### config.mk
export PLATFORM = sky130hd
export DESIGN_NAME = cache_control_nway_flat
export DESIGN_NICKNAME = d
export VERILOG_FILES = /design/src/rtl/cache_control_nway_if.sv /design/src/rtl/cache_control_nway.sv /design/src/flat_wrapper.sv
export SDC_FILE = /design/constraint.sdc
export NUM_CORES = 1
export LEC_CHECK = 0
export ABC_AREA = 1
export BUFFER_PORTS_ARGS = -buffer_cell sky130_fd_sc_hd__buf_2
export CORE_ASPECT_RATIO = 0.7
export CORE_MARGIN = 2
export CORE_UTILIZATION = 40
export DETAILED_ROUTE_END_ITERATION = 16
export GPL_ROUTABILITY_DRIVEN = 0
export GPL_TIMING_DRIVEN = 0
export PLACE_DENSITY_LB_ADDON = 0.2
export SKIP_CTS_REPAIR_TIMING = 1
export SLEW_MARGIN = 20
export SYNTH_ARGS = -nofsm -noshare
export SYNTH_HDL_FRONTEND = slang
export SYNTH_SLANG_ARGS = --single-unit
### constraint.sdc
create_clock -name clk -period 5.6 [get_ports clk]
set_input_delay 0.28 -clock clk [delete_from_list [all_inputs] [get_ports clk]]
set_output_delay 0.28 -clock clk [all_outputs]
set_load 0.01 [all_outputs]
### src/rtl/cache_control_nway_if.sv
// CPU / physical-memory / datapath signal bundle for the N-way cache controller.
// The controller uses the slave modport; the surrounding system uses master.
interface cache_control_nway_if #(
  parameter int WAYS = 4
) ();
  localparam int WAYW = $clog2(WAYS);

  logic            mem_read;
  logic            mem_write;
  logic [3:0]      mem_byte_enable;
  logic            mem_resp;
  logic            pmem_read;
  logic            pmem_write;
  logic            pmem_resp;
  logic [WAYS-1:0] hit;
  logic [WAYS-1:0] valid;
  logic [WAYS-1:0] dirty;
  logic [WAYS-2:0] plru_out;
  logic [WAYS-1:0] load_data;
  logic [WAYS-1:0] load_tag;
  logic [WAYS-1:0] load_valid;
  logic [WAYS-1:0] load_dirty;
  logic            valid_in;
  logic            dirty_in;
  logic [WAYW-1:0] way_sel;
  logic            data_sel;
  logic            pmem_addr_sel;
  logic            load_plru;
  logic [WAYS-2:0] plru_in;

  modport slave (
    input  mem_read, mem_write, mem_byte_enable, pmem_resp, hit, valid, dirty, plru_out,
    output mem_resp, pmem_read, pmem_write, load_data, load_tag, load_valid, load_dirty,
           valid_in, dirty_in, way_sel, data_sel, pmem_addr_sel, load_plru, plru_in
  );

  modport master (
    output mem_read, mem_write, mem_byte_enable, pmem_resp, hit, valid, dirty, plru_out,
    input  mem_resp, pmem_read, pmem_write, load_data, load_tag, load_valid, load_dirty,
           valid_in, dirty_in, way_sel, data_sel, pmem_addr_sel, load_plru, plru_in
  );
endinterface

### src/rtl/cache_control_nway.sv
// N-way set-associative write-back cache controller with tree pseudo-LRU.
// Optional saturating performance counters are enabled by defining CACHE_PERF_CNT_EN.
module cache_control_nway #(
  parameter  int WAYS = 4,
  localparam int WAYW = $clog2(WAYS)
) (
  input  logic                clk,
  input  logic                rst_n,
  cache_control_nway_if.slave bus
`ifdef CACHE_PERF_CNT_EN
  ,
  output logic [31:0]         perf_hits,
  output logic [31:0]         perf_misses,
  output logic [31:0]         perf_writebacks
`endif
);

  typedef enum logic [1:0] {IDLE, COMPARE, WRITEBACK, ALLOCATE} state_e;

  state_e          state_q, state_d;
  logic [WAYW-1:0] victim_q, victim_d;
  logic [WAYW-1:0] hit_idx, victim_sel;
  logic [WAYS-1:0] hit_oh, victim_oh;
  logic            req, hit_any;
  // The byte mask is consumed by the datapath, not by this control block.
  logic            unused_be;

  assign unused_be = ^bus.mem_byte_enable;

  // PLRU node n lives in bit WAYS-2-n, so node 0 (the root) is the MSB.
  function automatic logic [WAYW-1:0] plru_victim(input logic [WAYS-2:0] t);
    int n;
    n = 0;
    for (int l = 0; l < WAYW; l++) n = 2 * n + 1 + int'(t[WAYS-2-n]);
    return WAYW'(n - (WAYS - 1));
  endfunction

  function automatic logic [WAYS-2:0] plru_update(input logic [WAYS-2:0] t,
                                                  input logic [WAYW-1:0] w);
    logic [WAYS-2:0] r;
    int n, p;
    r = t;
    n = int'(w) + WAYS - 1;
    for (int l = 0; l < WAYW; l++) begin
      p = (n - 1) / 2;
      r[WAYS-2-p] = ((n % 2) == 1);
      n = p;
    end
    return r;
  endfunction

  assign req       = bus.mem_read | bus.mem_write;
  assign hit_any   = |bus.hit;
  assign hit_oh    = WAYS'(1) << hit_idx;
  assign victim_oh = WAYS'(1) << victim_q;

  always_comb begin
    hit_idx    = '0;
    victim_sel = plru_victim(bus.plru_out);
    for (int i = WAYS - 1; i >= 0; i--) begin
      if (bus.hit[i])    hit_idx    = WAYW'(i);
      if (!bus.valid[i]) victim_sel = WAYW'(i);
    end
  end

  always_ff @(posedge clk or negedge rst_n) begin
    if (!rst_n) begin
      state_q  <= IDLE;
      victim_q <= '0;
    end else begin
      state_q  <= state_d;
      victim_q <= victim_d;
    end
  end

  always_comb begin
    state_d           = state_q;
    victim_d          = victim_q;
    bus.mem_resp      = 1'b0;
    bus.pmem_read     = 1'b0;
    bus.pmem_write    = 1'b0;
    bus.load_data     = '0;
    bus.load_tag      = '0;
    bus.load_valid    = '0;
    bus.load_dirty    = '0;
    bus.valid_in      = 1'b0;
    bus.dirty_in      = 1'b0;
    bus.way_sel       = '0;
    bus.data_sel      = 1'b0;
    bus.pmem_addr_sel = 1'b0;
    bus.load_plru     = 1'b0;
    bus.plru_in       = '0;
    case (state_q)
      IDLE: if (req) state_d = COMPARE;
      COMPARE: begin
        if (!req) begin
          state_d = IDLE;
        end else if (hit_any) begin
          state_d       = IDLE;
          bus.mem_resp  = 1'b1;
          bus.way_sel   = hit_idx;
          bus.load_plru = 1'b1;
          bus.plru_in   = plru_update(bus.plru_out, hit_idx);
          if (bus.mem_write) begin
            bus.load_data  = hit_oh;
            bus.load_dirty = hit_oh;
            bus.dirty_in   = 1'b1;
          end
        end else begin
          victim_d = victim_sel;
          state_d  = (bus.valid[victim_sel] && bus.dirty[victim_sel]) ? WRITEBACK : ALLOCATE;
        end
      end
      WRITEBACK: begin
        bus.pmem_write    = 1'b1;
        bus.pmem_addr_sel = 1'b1;
        bus.way_sel       = victim_q;
        if (bus.pmem_resp) state_d = ALLOCATE;
      end
      ALLOCATE: begin
        bus.pmem_read = 1'b1;
        bus.way_sel   = victim_q;
        if (bus.pmem_resp) begin
          bus.load_data  = victim_oh;
          bus.load_tag   = victim_oh;
          bus.load_valid = victim_oh;
          bus.load_dirty = victim_oh;
          bus.valid_in   = 1'b1;
          bus.data_sel   = 1'b1;
          state_d        = COMPARE;
        end
      end
      default: state_d = IDLE;
    endcase
  end

`ifdef CACHE_PERF_CNT_EN
  logic [31:0] hits_q, hits_d, misses_q, misses_d, wbs_q, wbs_d;
  // Set by a fill so the COMPARE that follows it is not mistaken for a cache hit.
  logic        fill_q, fill_d;

  function automatic logic [31:0] sat_inc(input logic [31:0] c);
    return (c == 32'hFFFF_FFFF) ? c : c + 32'd1;
  endfunction

  always_comb begin
    hits_d   = hits_q;
    misses_d = misses_q;
    wbs_d    = wbs_q;
    fill_d   = fill_q;
    if (state_q == COMPARE) begin
      fill_d = 1'b0;
      if (req && hit_any && !fill_q) hits_d   = sat_inc(hits_q);
      if (req && !hit_any)           misses_d = sat_inc(misses_q);
    end
    if (state_q == ALLOCATE && bus.pmem_resp)  fill_d = 1'b1;
    if (state_q == WRITEBACK && bus.pmem_resp) wbs_d  = sat_inc(wbs_q);
  end

  always_ff @(posedge clk or negedge rst_n) begin
    if (!rst_n) begin
      hits_q   <= '0;
      misses_q <= '0;
      wbs_q    <= '0;
      fill_q   <= 1'b0;
    end else begin
      hits_q   <= hits_d;
      misses_q <= misses_d;
      wbs_q    <= wbs_d;
      fill_q   <= fill_d;
    end
  end

  assign perf_hits       = hits_q;
  assign perf_misses     = misses_q;
  assign perf_writebacks = wbs_q;
`endif

endmodule
### src/flat_wrapper.sv
// flat-port wrapper written by rule: the top's interface ports become plain ports
module cache_control_nway_flat 
#(
  parameter  int WAYS = 4,
  localparam int WAYW = $clog2(WAYS)
)
  (clk, rst_n, bus_mem_read, bus_mem_write, bus_mem_byte_enable, bus_pmem_resp, bus_hit, bus_valid, bus_dirty, bus_plru_out, bus_mem_resp, bus_pmem_read, bus_pmem_write, bus_load_data, bus_load_tag, bus_load_valid, bus_load_dirty, bus_valid_in, bus_dirty_in, bus_way_sel, bus_data_sel, bus_pmem_addr_sel, bus_load_plru, bus_plru_in);
  cache_control_nway_if #(.WAYS(WAYS)) bus_i ();
  input  logic clk;
  input  logic rst_n;
  input wire logic [$bits(bus_i.mem_read)-1:0] bus_mem_read;
  input wire logic [$bits(bus_i.mem_write)-1:0] bus_mem_write;
  input wire logic [$bits(bus_i.mem_byte_enable)-1:0] bus_mem_byte_enable;
  input wire logic [$bits(bus_i.pmem_resp)-1:0] bus_pmem_resp;
  input wire logic [$bits(bus_i.hit)-1:0] bus_hit;
  input wire logic [$bits(bus_i.valid)-1:0] bus_valid;
  input wire logic [$bits(bus_i.dirty)-1:0] bus_dirty;
  input wire logic [$bits(bus_i.plru_out)-1:0] bus_plru_out;
  output wire logic [$bits(bus_i.mem_resp)-1:0] bus_mem_resp;
  output wire logic [$bits(bus_i.pmem_read)-1:0] bus_pmem_read;
  output wire logic [$bits(bus_i.pmem_write)-1:0] bus_pmem_write;
  output wire logic [$bits(bus_i.load_data)-1:0] bus_load_data;
  output wire logic [$bits(bus_i.load_tag)-1:0] bus_load_tag;
  output wire logic [$bits(bus_i.load_valid)-1:0] bus_load_valid;
  output wire logic [$bits(bus_i.load_dirty)-1:0] bus_load_dirty;
  output wire logic [$bits(bus_i.valid_in)-1:0] bus_valid_in;
  output wire logic [$bits(bus_i.dirty_in)-1:0] bus_dirty_in;
  output wire logic [$bits(bus_i.way_sel)-1:0] bus_way_sel;
  output wire logic [$bits(bus_i.data_sel)-1:0] bus_data_sel;
  output wire logic [$bits(bus_i.pmem_addr_sel)-1:0] bus_pmem_addr_sel;
  output wire logic [$bits(bus_i.load_plru)-1:0] bus_load_plru;
  output wire logic [$bits(bus_i.plru_in)-1:0] bus_plru_in;
  assign bus_i.mem_read = bus_mem_read;
  assign bus_i.mem_write = bus_mem_write;
  assign bus_i.mem_byte_enable = bus_mem_byte_enable;
  assign bus_i.pmem_resp = bus_pmem_resp;
  assign bus_i.hit = bus_hit;
  assign bus_i.valid = bus_valid;
  assign bus_i.dirty = bus_dirty;
  assign bus_i.plru_out = bus_plru_out;
  assign bus_mem_resp = bus_i.mem_resp;
  assign bus_pmem_read = bus_i.pmem_read;
  assign bus_pmem_write = bus_i.pmem_write;
  assign bus_load_data = bus_i.load_data;
  assign bus_load_tag = bus_i.load_tag;
  assign bus_load_valid = bus_i.load_valid;
  assign bus_load_dirty = bus_i.load_dirty;
  assign bus_valid_in = bus_i.valid_in;
  assign bus_dirty_in = bus_i.dirty_in;
  assign bus_way_sel = bus_i.way_sel;
  assign bus_data_sel = bus_i.data_sel;
  assign bus_pmem_addr_sel = bus_i.pmem_addr_sel;
  assign bus_load_plru = bus_i.load_plru;
  assign bus_plru_in = bus_i.plru_in;
  cache_control_nway #(.WAYS(WAYS)) u_core (.clk(clk), .rst_n(rst_n), .bus(bus_i));
endmodule
## After elaboration in Yosys (flattened, before gate mapping)

Index checks and enable logic that the tools add are counted.

| word-level totals | value |
|---|---|
| flip-flop bits (word level) | 4 |
| bits of input ports | 24 |
| output and inout bits | 29 |
| logic and storage cells | 96 |

| operators by class | value |
|---|---|
| $add $sub $neg | 13 |
| $lt $le $gt $ge | 6 |
| equal/unequal tests | 8 |
| shift-type cells | 2 |
| multiplexer cells | 51 |
| bitwise operators | 6 |
| reduce and logical (&&, ||, !) cells | 8 |

Operators by type and width:

| operator | count |
|---|---|
| $lt A32 B4 Y1 const B | 3 |
| $sub A32 B2 Y32 const B | 3 |
| $add A32 B1 Y32 | 2 |
| $ge A32 B1 Y1 const B | 2 |
| $sub A3 B32 Y32 const A | 2 |
| $mux W2 | 15 |
| $mux W4 | 5 |
| $mux W1 | 18 |
| $mux W3 | 3 |
| $eq A2 B2 Y1 const B | 4 |
| $pmux W2 S4 | 1 |
| $pmux W4 S2 | 1 |
| $shl A1 B2 Y4 const A | 2 |
| $bmux W1 S2 | 3 |
| $bwmux W3 | 2 |
| $reduce_and A3 Y1 | 2 |
| $add A2 B3 Y4 const B | 1 |
| $and A1 B1 Y1 | 4 |
| $demux W1 S2 | 2 |
| $ne A2 B2 Y1 const B | 2 |
| $pmux W2 S2 | 1 |
| $reduce_or A4 Y1 | 1 |
| $logic_and A1 B1 Y1 | 3 |
| $lt A2 B3 Y1 const B | 1 |
| 11 further kinds | 11 |

## Logic depth before layout (Yosys ltp)

| depth | value |
|---|---|
| depth in word-level cells | 21 |
| depth in mapped cells | 42 |
| mapped depth without buffers | 42 |

## Least setup slack after synthesis

No wires, ideal clock.

| path | value |
|---|---|
| kind | input to output |
| from | input port bus_hit[2] |
| to | output port bus_plru_in[2] |
| arrival | 5.033 ns |
| data required time | 5.320 ns |
| setup slack | 0.287 ns |
| stages | 35 |
| buffers on the path | 1 |
| cells stage by stage | inv_2 > nand2_2 > a21oi_1 > inv_1 > ha_1 > nand2_1 > inv_1 > nand3_4 > inv_1 > ha_1 > ha_1 > inv_1 > ha_1 > inv_1 > nor2_8 > nand2_4 > nand2_1 > clkbuf_1 > inv_1 > ha_1 > nand2_1 > o21ai_0 > a21oi_1 > o211ai_1 > nand2_1 > nand2_1 > nand2_1 > nand2_1 > xor2_1 > nand4_1 > nor2_2 > nand3_1 > nand2_1 > inv_1 > nor2_1 |

| between the ends | value |
|---|---|
| longest elaborated chain between the ends | 20 |
| elaborated cells on any way between the ends | 33 |
| classes of those cells | 8 x add/sub; 4 x order compare; 2 x eq/ne; 12 x mux; 4 x bitwise; 3 x reduce/logical |

Ends and longest elaborated chain:

| item | RTL line | RTL |
|---|---|---|
| start: declaration | flat_wrapper.sv:15 | `input wire logic [$bits(bus_i.hit)-1:0] bus_hit;` |
| $mux W2 (3 in series) | cache_control_nway.sv:61 | `if (bus.hit[i]) hit_idx = WAYW'(i);` |
| $add A2 B3 Y4 | cache_control_nway.sv:43 | `n = int'(w) + WAYS - 1;` |
| $sub A32 B2 Y32 | cache_control_nway.sv:43 |  |
| $sub A32 B2 Y32 | cache_control_nway.sv:45 | `p = (n - 1) / 2;` |
| $and A1 B1 Y1 (no source line) | n/a |  |
| $add A32 B1 Y32 (no source line) | n/a |  |
| $sub A32 B2 Y32 | cache_control_nway.sv:45 |  |
| $and A1 B1 Y1 (no source line) | n/a |  |
| [... 2 more ...] | n/a |  |
| $ge A32 B1 Y1 (implied by the code) / $lt A32 B4 Y1 (equally long branches) | cache_control_nway.sv:46 | `r[WAYS-2-p] = ((n % 2) == 1);` |
| $logic_and A1 B1 Y1 (implied by the code) | cache_control_nway.sv:46 |  |
| $mux W1 (implied by the code) | cache_control_nway.sv:46 |  |
| $demux W1 S2 | n/a |  |
| $bwmux W3 | cache_control_nway.sv:46 |  |
| $mux W3 (*) | cache_control_nway.sv:98 | `end else if (hit_any) begin` |
| $mux W3 (*) | cache_control_nway.sv:96 | `if (!req) begin` |
| $mux W3 (*) | cache_control_nway.sv:93 | `case (state_q)` |
| end: declaration | flat_wrapper.sv:32 | `output wire logic [$bits(bus_i.plru_in)-1:0] bus_plru_in;` |

Mark *: on every way between the ends. The rest lies on a longest branch, timed or not.

## Worst setup path in the final report

Same ends and word-level chain as after synthesis.

==> impl_metrics.tcl <==
set metrics [dict create \
    status "complete, no violations" \
    start_kind "input pin" \
    syn_nets 686 \
    yosys_warnings 0 \
    worstPathMaxFanout 10 \
    async_flop_share_pct 100 \
    ys_ff_latch 4 \
    portBuffers 48 \
    cell_internal_pwr_w 0.000720 \
    fin_crit_sh_pct 96.0 \
    worst-path-buf-inv 10 \
    fin_ws_ns 0.225 \
    critical_path_class "in2out" \
    std_cell_rows 28 \
    drv_cap 0 \
    start_util_pct 40.7 \
    critPathRequiredTime_ns 5.32 \
    wire_per_inst_um 13.6 \
    vias 4208 \
    worst_ep_arrival_time_ns 5.09 \
    io_pins 53 \
    drt_iter0_markers 301 \
    p_leak_nw 2.53 \
    final_cells 800 \
    grt_antenna_before_repair 0 \
    cts_tree "yes" \
    synthCells 612 \
    yosysTopAreaCellShare_pct 18.7 \
    dieArea_mm2 0.00928 \
    grt_pass1_wl_mm 16.8 \
    slowest_delay_ns 0.30 \
    setup_violations 0 \
    drc_errors 0 \
    max_clock_freq_mhz 186 \
    power.total_w 0.00177 \
    seq_power_share_pct 3.0 \
    cp_common_cell "nand2_1" \
    synth_edf_count 0 \
    synth_top_area_cell "nand2_1" \
    p_clk_share_pct 6.1 \
    avgSynthCellArea_um2 5.56 \
    numCtsBuffers 3 \
    core_area_mm2 0.00837 \
    p_sw_w 0.00105 \
    hold_violations 0 \
    diodes 0 \
    layout_common_cells "nand2_1 (158), inv_1 (97), buf_2 (47), nor2_1 (45), buf_4 (41)" \
    combPwrFrac_pct 90.8 \
    rsz0062_at_grt "yes" \
    layout-drive-gt1-share_pct 28.1 \
    grt_max_degree 12 \
    swShare_pct 59.3 \
    dp_hpwl_mm 8.86 \
    wl_mm 10.9 \
    grt_overflow_total 0 \
    grt_pass1_vias 3472 \
    clock_latency_ns 0.22 \
    path_delay_family "simple AND/OR/NAND/NOR gates" \
    worst_slew_pin_slew_ns 0.502 \
    cts-root-buf "clkbuf_16" \
    fp.dieW_um 114 \
    die_h_um 81.2 \
    place_inst 765 \
    nets 771 \
    slew_viol_final 0 \
    detail-route-antenna-nets 0 \
    slowest_stage "ha_4" \
    area_growth_syn_to_layout_pct 35.1 \
    hold_class "in2async" \
    netlist_area_mm2 0.00340 \
    layout_commonest_cell "nand2_1" \
    fillers 844 \
    fin_skew_ns 0.000309 \
    cp-end-kind "output port" \
    irDropWorstVdd_mv 0.250 \
    clkSinkCount 4 \
    cts-htree-levels 1 \
    dr.pass1.iters 5 \
    synthTopCellsByArea "nand2_1 (19%), ha_1 (18%), inv_1 (12%)" \
    dp_slack_ns -1.23 \
    yosysSeqAreaShare_pct 2.94 \
    grtUsageTotal_pct 22.1 \
    fin_util_pct 54.9 \
    ys_types 43 \
    via_per_inst 5.26 \
    clockBufferDepth 2 \
    slew_headroom_pct 66.5 \
    final.min_clock_period_ns 5.37 \
    path_clk_slew_ns 0.03 \
    synth_ff_type "dfrtp_1" \
    power.density_mw_per_mm2 384 \
]
cell families after synthesis:
logic type / share of synthesized area (%)
xor+xnor: 1.80
simple gates: 44.1
fa+ha+maj: 18.6
flops: 2.94
compound gates: 17.1
buf+inv: 15.4
Yosys cell counts (4+ instances only):
| cell type | instances |
|---|---|
| a21oi_1 | 46 |
| a31oi_1 | 6 |
| buf_4 | 11 |
| clkbuf_1 | 5 |
| dfrtp_1 | 4 |
| ha_1 | 49 |
| inv_1 | 109 |
| nand2_1 | 170 |
| nand2_2 | 10 |
| nand2_4 | 6 |
| nand3_1 | 24 |
| nand3_2 | 4 |
| nand3b_1 | 13 |
| nand4_1 | 9 |
| nor2_1 | 55 |
| nor3_1 | 12 |
| o21ai_0 | 34 |
| xor2_1 | 5 |
metrics by stage:
stage	area, um^2	hold WS [ns]	setup TNS, ns
CTS	3850	-0.137	-1.27
global route	4600	0.424	-0.124
global placement	3780	0.0884	-1.21
floorplan	3400	-0.0156	0
finish	4600	0.404	0
detailed placement	3780	0.0928	-1.23
layout make-up:
class | count | area [um^2] | area share, %
sequential | 4 | 100 | 2.18
timing repair buffer | 80 | 512 | 11.1
buffer | 17 | 143 | 3.10
inverter | 112 | 434 | 9.44
clock buffer | 3 | 75.1 | 1.63
tap | 105 | 131 | 2.86
multi-input combinational | 479 | 3210 | 69.7
flip-flops by register name (all words and copies together) (netlist names):
register,count
u_core.victim_q,2
u_core.state_q,2
power groups by stage:
stage / Sequential, W / Combinational, W / Clock (W)
detailed placement: 0.0000530 / 0.00134 / 0
finish: 0.0000536 / 0.00161 / 0.000108
global placement: 0.0000523 / 0.00132 / 0
global route: 0.0000547 / 0.00180 / 0.000113
CTS: 0.0000529 / 0.00135 / 0.000110
floorplan: 0.0000476 / 0.00103 / 0
worst paths after layout:
check | start | to | slack [ns] | depth (start not counted)
worst min register to register | u_core.victim_q[1] | u_core.victim_q[1] | 0.59 | 2
worst max register to register | u_core.state_q[1] | u_core.victim_q[1] | 3.90 | 9
worst min-delay path | rst_n | u_core.victim_q[0] | 0.40 | 2
worst max-delay path | bus_hit[2] | bus_plru_in[2] | 0.23 | 39
min in group clk | bus_valid[0] | u_core.victim_q[0] | 0.41 | 3
max in group asynchronous | rst_n | u_core.state_q[1] | 5.08 | 2
metal layers:
layer | global-route usage [%] | vias up | part of all wire (%)
li1 | - | 2131 | -
met1 | 34.9 | 1934 | 50
met2 | 33.0 | 135 | 41
met3 | 2.76 | 8 | 8.0
met4 | 1.10 | 0 | 0.35
met5 | 0 | - | 0
Power figures use the tool's default switching activity.
